File: config.mk
export PLATFORM = sky130hd
export DESIGN_NAME = rc4_encrypt_loop
export DESIGN_NICKNAME = d
export VERILOG_FILES = /design/src/rtl/rc4_encrypt_loop.sv
export SDC_FILE = /design/constraint.sdc
export NUM_CORES = 1
export LEC_CHECK = 0
export CAP_MARGIN = 5
export CORE_UTILIZATION = 51
export CTS_BUF_LIST = sky130_fd_sc_hd__clkbuf_8
export DETAILED_ROUTE_END_ITERATION = 10
export HOLD_SLACK_MARGIN = 0.06
export PLACE_DENSITY = 0.81
export SYNTH_ARGS = -nofsm -noshare
export SYNTH_HDL_FRONTEND = slang
export SYNTH_SLANG_ARGS = --single-unit
File: constraint.sdc
create_clock -name clk -period 3.4 [get_ports clk]
set_input_delay 0.34 -clock clk [delete_from_list [all_inputs] [get_ports clk]]
set_output_delay 0.34 -clock clk [all_outputs]
set_load 0.05 [all_outputs]
File: src/rtl/rc4_encrypt_loop.sv
// RC4 keystream/encrypt engine: walks MSG_LENGTH plaintext bytes, swapping S-box entries
// in an external RAM and writing f XOR p to the ciphertext RAM. All RAM reads allow 2 wait states.
module rc4_encrypt_loop #(
  parameter int MSG_LENGTH = 32
) (
  input  logic       clk,
  input  logic       reset,
  input  logic       start_flag,
  output logic       done_flag,
  output logic       busy,
  output logic [7:0] addr,
  input  logic [7:0] rddata,
  output logic [7:0] wrdata,
  output logic       wren,
  output logic [7:0] addr_msg,
  input  logic [7:0] rddata_msg,
  output logic [7:0] addr_enc,
  output logic [7:0] wrdata_enc,
  output logic       wren_enc
);

  localparam logic [8:0] LP_LEN = 9'(MSG_LENGTH);

  typedef enum logic [4:0] {
    S_IDLE, S_CALC_I,
    S_RD_I, S_WAIT_I1, S_WAIT_I2, S_SAVE_I,
    S_RD_J, S_WAIT_J1, S_WAIT_J2, S_SAVE_J,
    S_WR_J, S_WR_I,
    S_RD_F, S_WAIT_F1, S_WAIT_F2, S_SAVE_F,
    S_RD_P, S_WAIT_P1, S_WAIT_P2, S_SAVE_P,
    S_XOR, S_WR_C, S_DONE
  } state_t;

  state_t     r_state;
  logic [7:0] r_i, r_j, r_si, r_sj, r_f, r_p, r_c;
  logic [8:0] r_k;
  logic [7:0] r_addr, r_wrdata, r_addr_msg, r_addr_enc;
  logic       r_wren, r_wren_enc, r_done, r_busy;

  function automatic logic [7:0] add8(input logic [7:0] a, input logic [7:0] b);
    return a + b;
  endfunction

  assign done_flag  = r_done;
  assign busy       = r_busy;
  assign addr       = r_addr;
  assign wrdata     = r_wrdata;
  assign wren       = r_wren;
  assign addr_msg   = r_addr_msg;
  assign addr_enc   = r_addr_enc;
  assign wrdata_enc = r_c;
  assign wren_enc   = r_wren_enc;

  always_ff @(posedge clk) begin
    if (reset) begin
      r_state    <= S_IDLE;
      r_i        <= '0;
      r_j        <= '0;
      r_k        <= '0;
      r_si       <= '0;
      r_sj       <= '0;
      r_f        <= '0;
      r_p        <= '0;
      r_c        <= '0;
      r_addr     <= '0;
      r_wrdata   <= '0;
      r_addr_msg <= '0;
      r_addr_enc <= '0;
      r_wren     <= 1'b0;
      r_wren_enc <= 1'b0;
      r_done     <= 1'b0;
      r_busy     <= 1'b0;
    end else begin
      case (r_state)
        S_IDLE, S_DONE: begin
          // DONE accepts a new run directly; S keeps whatever the last run left.
          if (start_flag) begin
            r_i     <= '0;
            r_j     <= '0;
            r_k     <= '0;
            r_done  <= 1'b0;
            r_busy  <= 1'b1;
            r_state <= S_CALC_I;
          end else if (r_state == S_DONE) begin
            r_done <= 1'b1;
          end
        end
        S_CALC_I: begin
          if (r_k < LP_LEN) begin
            r_i     <= add8(r_i, 8'd1);
            r_state <= S_RD_I;
          end else begin
            r_addr     <= '0;
            r_addr_msg <= '0;
            r_addr_enc <= '0;
            r_busy     <= 1'b0;
            r_state    <= S_DONE;
          end
        end
        S_RD_I: begin
          r_addr  <= r_i;
          r_state <= S_WAIT_I1;
        end
        S_WAIT_I1: r_state <= S_WAIT_I2;
        S_WAIT_I2: r_state <= S_SAVE_I;
        S_SAVE_I: begin
          r_si    <= rddata;
          r_j     <= add8(r_j, rddata);
          r_state <= S_RD_J;
        end
        S_RD_J: begin
          r_addr  <= r_j;
          r_state <= S_WAIT_J1;
        end
        S_WAIT_J1: r_state <= S_WAIT_J2;
        S_WAIT_J2: r_state <= S_SAVE_J;
        S_SAVE_J: begin
          // Write strobes are registered, so they are set up on entry to the write state.
          r_sj     <= rddata;
          r_addr   <= r_j;
          r_wrdata <= r_si;
          r_wren   <= 1'b1;
          r_state  <= S_WR_J;
        end
        S_WR_J: begin
          r_addr   <= r_i;
          r_wrdata <= r_sj;
          r_wren   <= 1'b1;
          r_state  <= S_WR_I;
        end
        S_WR_I: begin
          r_wren  <= 1'b0;
          r_state <= S_RD_F;
        end
        S_RD_F: begin
          r_addr  <= add8(r_si, r_sj);
          r_state <= S_WAIT_F1;
        end
        S_WAIT_F1: r_state <= S_WAIT_F2;
        S_WAIT_F2: r_state <= S_SAVE_F;
        S_SAVE_F: begin
          r_f     <= rddata;
          r_state <= S_RD_P;
        end
        S_RD_P: begin
          r_addr_msg <= r_k[7:0];
          r_state    <= S_WAIT_P1;
        end
        S_WAIT_P1: r_state <= S_WAIT_P2;
        S_WAIT_P2: r_state <= S_SAVE_P;
        S_SAVE_P: begin
          r_p     <= rddata_msg;
          r_state <= S_XOR;
        end
        S_XOR: begin
          r_c        <= r_f ^ r_p;
          r_addr_enc <= r_k[7:0];
          r_wren_enc <= 1'b1;
          r_state    <= S_WR_C;
        end
        S_WR_C: begin
          r_wren_enc <= 1'b0;
          r_k        <= r_k + 9'd1;
          r_state    <= S_CALC_I;
        end
        default: r_state <= S_IDLE;
      endcase
    end
  end

endmodule

==> impl_metrics.toml <==
[status]
outcome = "finished clean"

[floorplanning]
io_pins = 63
die_height_um = 100
die_width_um = 100
floorplan.rows = 35
initial_core_util_pct = 53.1
core_area_um2 = 9280
die_area_um2 = 10100

[cts]
clkSlewWorstSetupHoldPaths_ns = 0.10
cts_max_path_buffers = 2
cts-htree-levels = 3
clock_latency_ns = 0.38
post_cts_resized = 0
cts.hold.buffers_added = 0
clock_tree_from_tritoncts = "yes"
clk_root_buffer_cell = "sky130_fd_sc_hd__clkbuf_8"
cts.sink_count = 106
numCtsBuffers = 9
cts_setup_buffers = 0

[pwr]
vdd_ir_drop_max_uv = 245
power_density_nw_per_um2 = 376
p_total_mw = 2.18
total_leakage_power_nw = 2.05

[place]
placement.setup.worst_slack_ns = 0.757
placedCellCount = 735
hpwlAfterDp_mm = 8.34
gp_congestion = 0.866
io_buffers = 62
placed_area_um2 = 5610

[global_route]
grt_start_max_net_pins = 42
groute.usage.overall_pct = 24.0
grt_pass1_vias = 4051
gr-total-overflow = 0
grt_first_pass_wirelength_mm = 19.1
antenna_violations_before_repair = 0

[setup_path]
endpoint_of_the_lowest_slack_register_to_register_path = "r_i[4]"
r2r-start = "r_state[0]"
timing.reg2reg.setup_slack_ns = 0.69
worst_r2r_path_depth = 5
timing.setup.critical_path_class = "reg -> reg"
critPathArrivalTime_ns = 3.01
worst_ep_required_time_ns = 3.70
worstPathMaxFanout = 26
setup.worst_path.end_class = "flip-flop"
crit_path_start_kind = "flip-flop"

[final_layout]
multi_input_area_um2 = 2640
finish.cell_count_without_fillers = 751
layout-drive-gt1-share_pct = 4.82
number_of_diodes = 0
finalInstanceArea_um2 = 5800
area_growth_syn_to_layout_pct = 17.8
sequential_cell_area_um2 = 2120
post-route-util_pct = 62.5
layout.nets = 654
final.fill_count = 804

[flow_run]
max_cap_viol_count = 0

[synth]
compound_gate_portion_of_the_synthesized_area_pct = 20.0
synthMuxAreaShare_pct = 3.45
synthesis.nets = 608
post_synth.cell_area_avg_um2 = 8.63
synth.yosys.warnings = 0
syn-cell-area_um2 = 4930
netlist.top_cell.by_area = "sky130_fd_sc_hd__dfxtp_1"
synth.area.top_cells = "sky130_fd_sc_hd__dfxtp_1, sky130_fd_sc_hd__nor2_1, sky130_fd_sc_hd__nand2_1, sky130_fd_sc_hd__a21oi_1, sky130_fd_sc_hd__ha_1"
synthesis.instances = 571
number_of_synthesized_flops_with_an_enable_pin = 0
yosys.area_share.xor_xnor_pct = 4.80
synth_seq_area_share_pct = 43.1
yosys.area_share.simple_pct = 20.4
yosys.area_share.adder_pct = 4.88
synth.lib_cells_used.distinct = 53
largest_family_of_logic_cells_by_synthesized_area = "simple AND/OR/NAND/NOR gates"
synth_top_area_share_pct = 43.1
synthFlopType = "sky130_fd_sc_hd__dfxtp_1"
async_flop_share_pct = 0
synth_seq_cells = 106

[sta]
grt_setup_unrepaired = "false"
maxSlewViolCount = 0
fin_worst_hold_slack_ns = 0.463
timing.final.setup_violations = 0
max_slew.worst_pin.slew_ns = 0.825
max_freq_ghz = 0.370
fin_ws_ns = 0.694
fin_setup_tns_ns = 0
period_minus_slack_ns = 2.71
finalCritPeriodShare_pct = 79.6
finalHoldViolCount = 0
max_slew_margin_pct = 44.9
finalClockSkew_ns = 0.0141

[route]
route.detailed.vias_per_inst = 5.92
drtAntennaViolNets = 0
firstDrtPassIters = 7
drcViolationCount = 0
drt_first_iter_violations = 309
vias = 4445
total_routed_length_mm = 11.7
post_drt_wl_per_cell_um = 15.6

[hold_path]
min_from = "wren"
min_path_type = "reg -> reg"
hold_path_end = "wren"
min_path_cells = 2
[synthesized netlist by cell type (2+ instances only)]
| cell | number |
|---|---|
| sky130_fd_sc_hd__nor4_1 | 2 |
| sky130_fd_sc_hd__nand3b_1 | 2 |
| sky130_fd_sc_hd__or3b_2 | 2 |
| sky130_fd_sc_hd__nor2_1 | 89 |
| sky130_fd_sc_hd__nand2_1 | 57 |
| sky130_fd_sc_hd__o31a_1 | 2 |
| sky130_fd_sc_hd__a21o_1 | 8 |
| sky130_fd_sc_hd__nor3_1 | 5 |
| sky130_fd_sc_hd__xnor2_1 | 21 |
| sky130_fd_sc_hd__o22ai_1 | 2 |
| sky130_fd_sc_hd__a222oi_1 | 13 |
| sky130_fd_sc_hd__nor3b_1 | 3 |
| sky130_fd_sc_hd__or4_1 | 4 |
| sky130_fd_sc_hd__o21bai_1 | 2 |
| sky130_fd_sc_hd__o31ai_1 | 2 |
| sky130_fd_sc_hd__mux2i_1 | 17 |
| sky130_fd_sc_hd__a21boi_0 | 2 |
| sky130_fd_sc_hd__clkbuf_1 | 28 |
| sky130_fd_sc_hd__and2_1 | 4 |
| sky130_fd_sc_hd__a31oi_1 | 12 |
| sky130_fd_sc_hd__a22oi_1 | 24 |
| sky130_fd_sc_hd__buf_6 | 2 |
| sky130_fd_sc_hd__a21oi_1 | 41 |
| sky130_fd_sc_hd__dfxtp_1 | 106 |
| sky130_fd_sc_hd__a211o_1 | 2 |
| sky130_fd_sc_hd__nand2b_1 | 5 |
| sky130_fd_sc_hd__ha_1 | 16 |
| sky130_fd_sc_hd__inv_1 | 6 |
| sky130_fd_sc_hd__o2111ai_1 | 2 |
| sky130_fd_sc_hd__nand3_1 | 20 |
| sky130_fd_sc_hd__or3_1 | 5 |
| sky130_fd_sc_hd__and3_1 | 4 |
| sky130_fd_sc_hd__o21ai_0 | 11 |
| sky130_fd_sc_hd__fa_1 | 2 |
| sky130_fd_sc_hd__a211oi_1 | 17 |
| sky130_fd_sc_hd__nor2b_1 | 3 |
| sky130_fd_sc_hd__nand4_1 | 6 |
| sky130_fd_sc_hd__xor2_1 | 6 |
| sky130_fd_sc_hd__buf_1 | 2 |
[placed cells by master, fill, tap and decap left out, drive strengths merged, types with 3 or more instances in the layout]
cell type      count
nor3b              3
nand3             20
nor2b              3
buf                7
nor2              89
a222oi            13
xor2               6
nor3               6
inv               10
nand2             57
nand2b             5
clkdlybuf4s50     61
and2               5
o21ai             11
or3                5
or4                4
dfxtp            106
nand4              6
a21oi             41
ha                16
a22oi             24
xnor2             21
a211oi            17
a21o               8
and3               4
mux2i             17
clkbuf            11
a31oi             12
[report_power, final]
part | switching (mW) | internal (mW) | leakage [nW]
combinational | 0.0899 | 0.0578 | 1.09
clock | 0.442 | 0.317 | 0.102
sequential | 0.0257 | 1.25 | 0.854
total | 0.558 | 1.62 | 2.05
[critical path, stage by stage (launching register included)]
cell	delay, ns
sky130_fd_sc_hd__dfxtp_1	0.83
sky130_fd_sc_hd__nor3b_1	0.57
sky130_fd_sc_hd__nand3_1	0.33
sky130_fd_sc_hd__and2_1	0.30
sky130_fd_sc_hd__or4_1	0.48
sky130_fd_sc_hd__a21oi_1	0.13
[how the worst max path moves through the flow]
stage / start / to / slack (ns)
2_1_floorplan: r_state[2] / r_k[5] / 1.36
3_3_place_gp: start_flag / r_k[5] / 0.87
3_5_place_dp: r_state[0] / r_i[4] / 0.76
4_1_cts: r_state[0] / r_i[4] / 0.74
5_1_grt: r_state[0] / r_i[4] / 0.46
6_report: r_state[0] / r_i[4] / 0.69
[per-layer routing]
metal	track usage [%]	routed length, um
met5	0	0
met4	10.0	263
met3	4.11	579
met2	41.0	5860
met1	29.9	5000
[cell families after synthesis]
kind of cell | Yosys count
compound gates | 145
xor+xnor | 27
fa+ha+maj | 18
buf+inv | 40
flops | 106
mux | 17
simple gates | 218
[registers in the layout, indices dropped and copies added, names as in the netlist]
register,flops
wren,1
busy,1
addr,8
done_flag,1
r_j,8
r_f,8
r_p,8
wren_enc,1
r_k,9
addr_enc,8
addr_msg,8
r_state,5
r_i,8
wrdata_enc,8
r_sj,8
r_si,8
wrdata,8
[cell type report]
cell class                 count  share of cell area, %
inverter                       7                  0.453
clock buffer                  11                   2.61
tap                          129                   2.78
timing repair buffer          68                   11.4
clock inverter                 5                  0.733
sequential                   106                   36.6
multi-input combinational    425                   45.5
No activity file was read; power rests on OpenSTA's default activity.
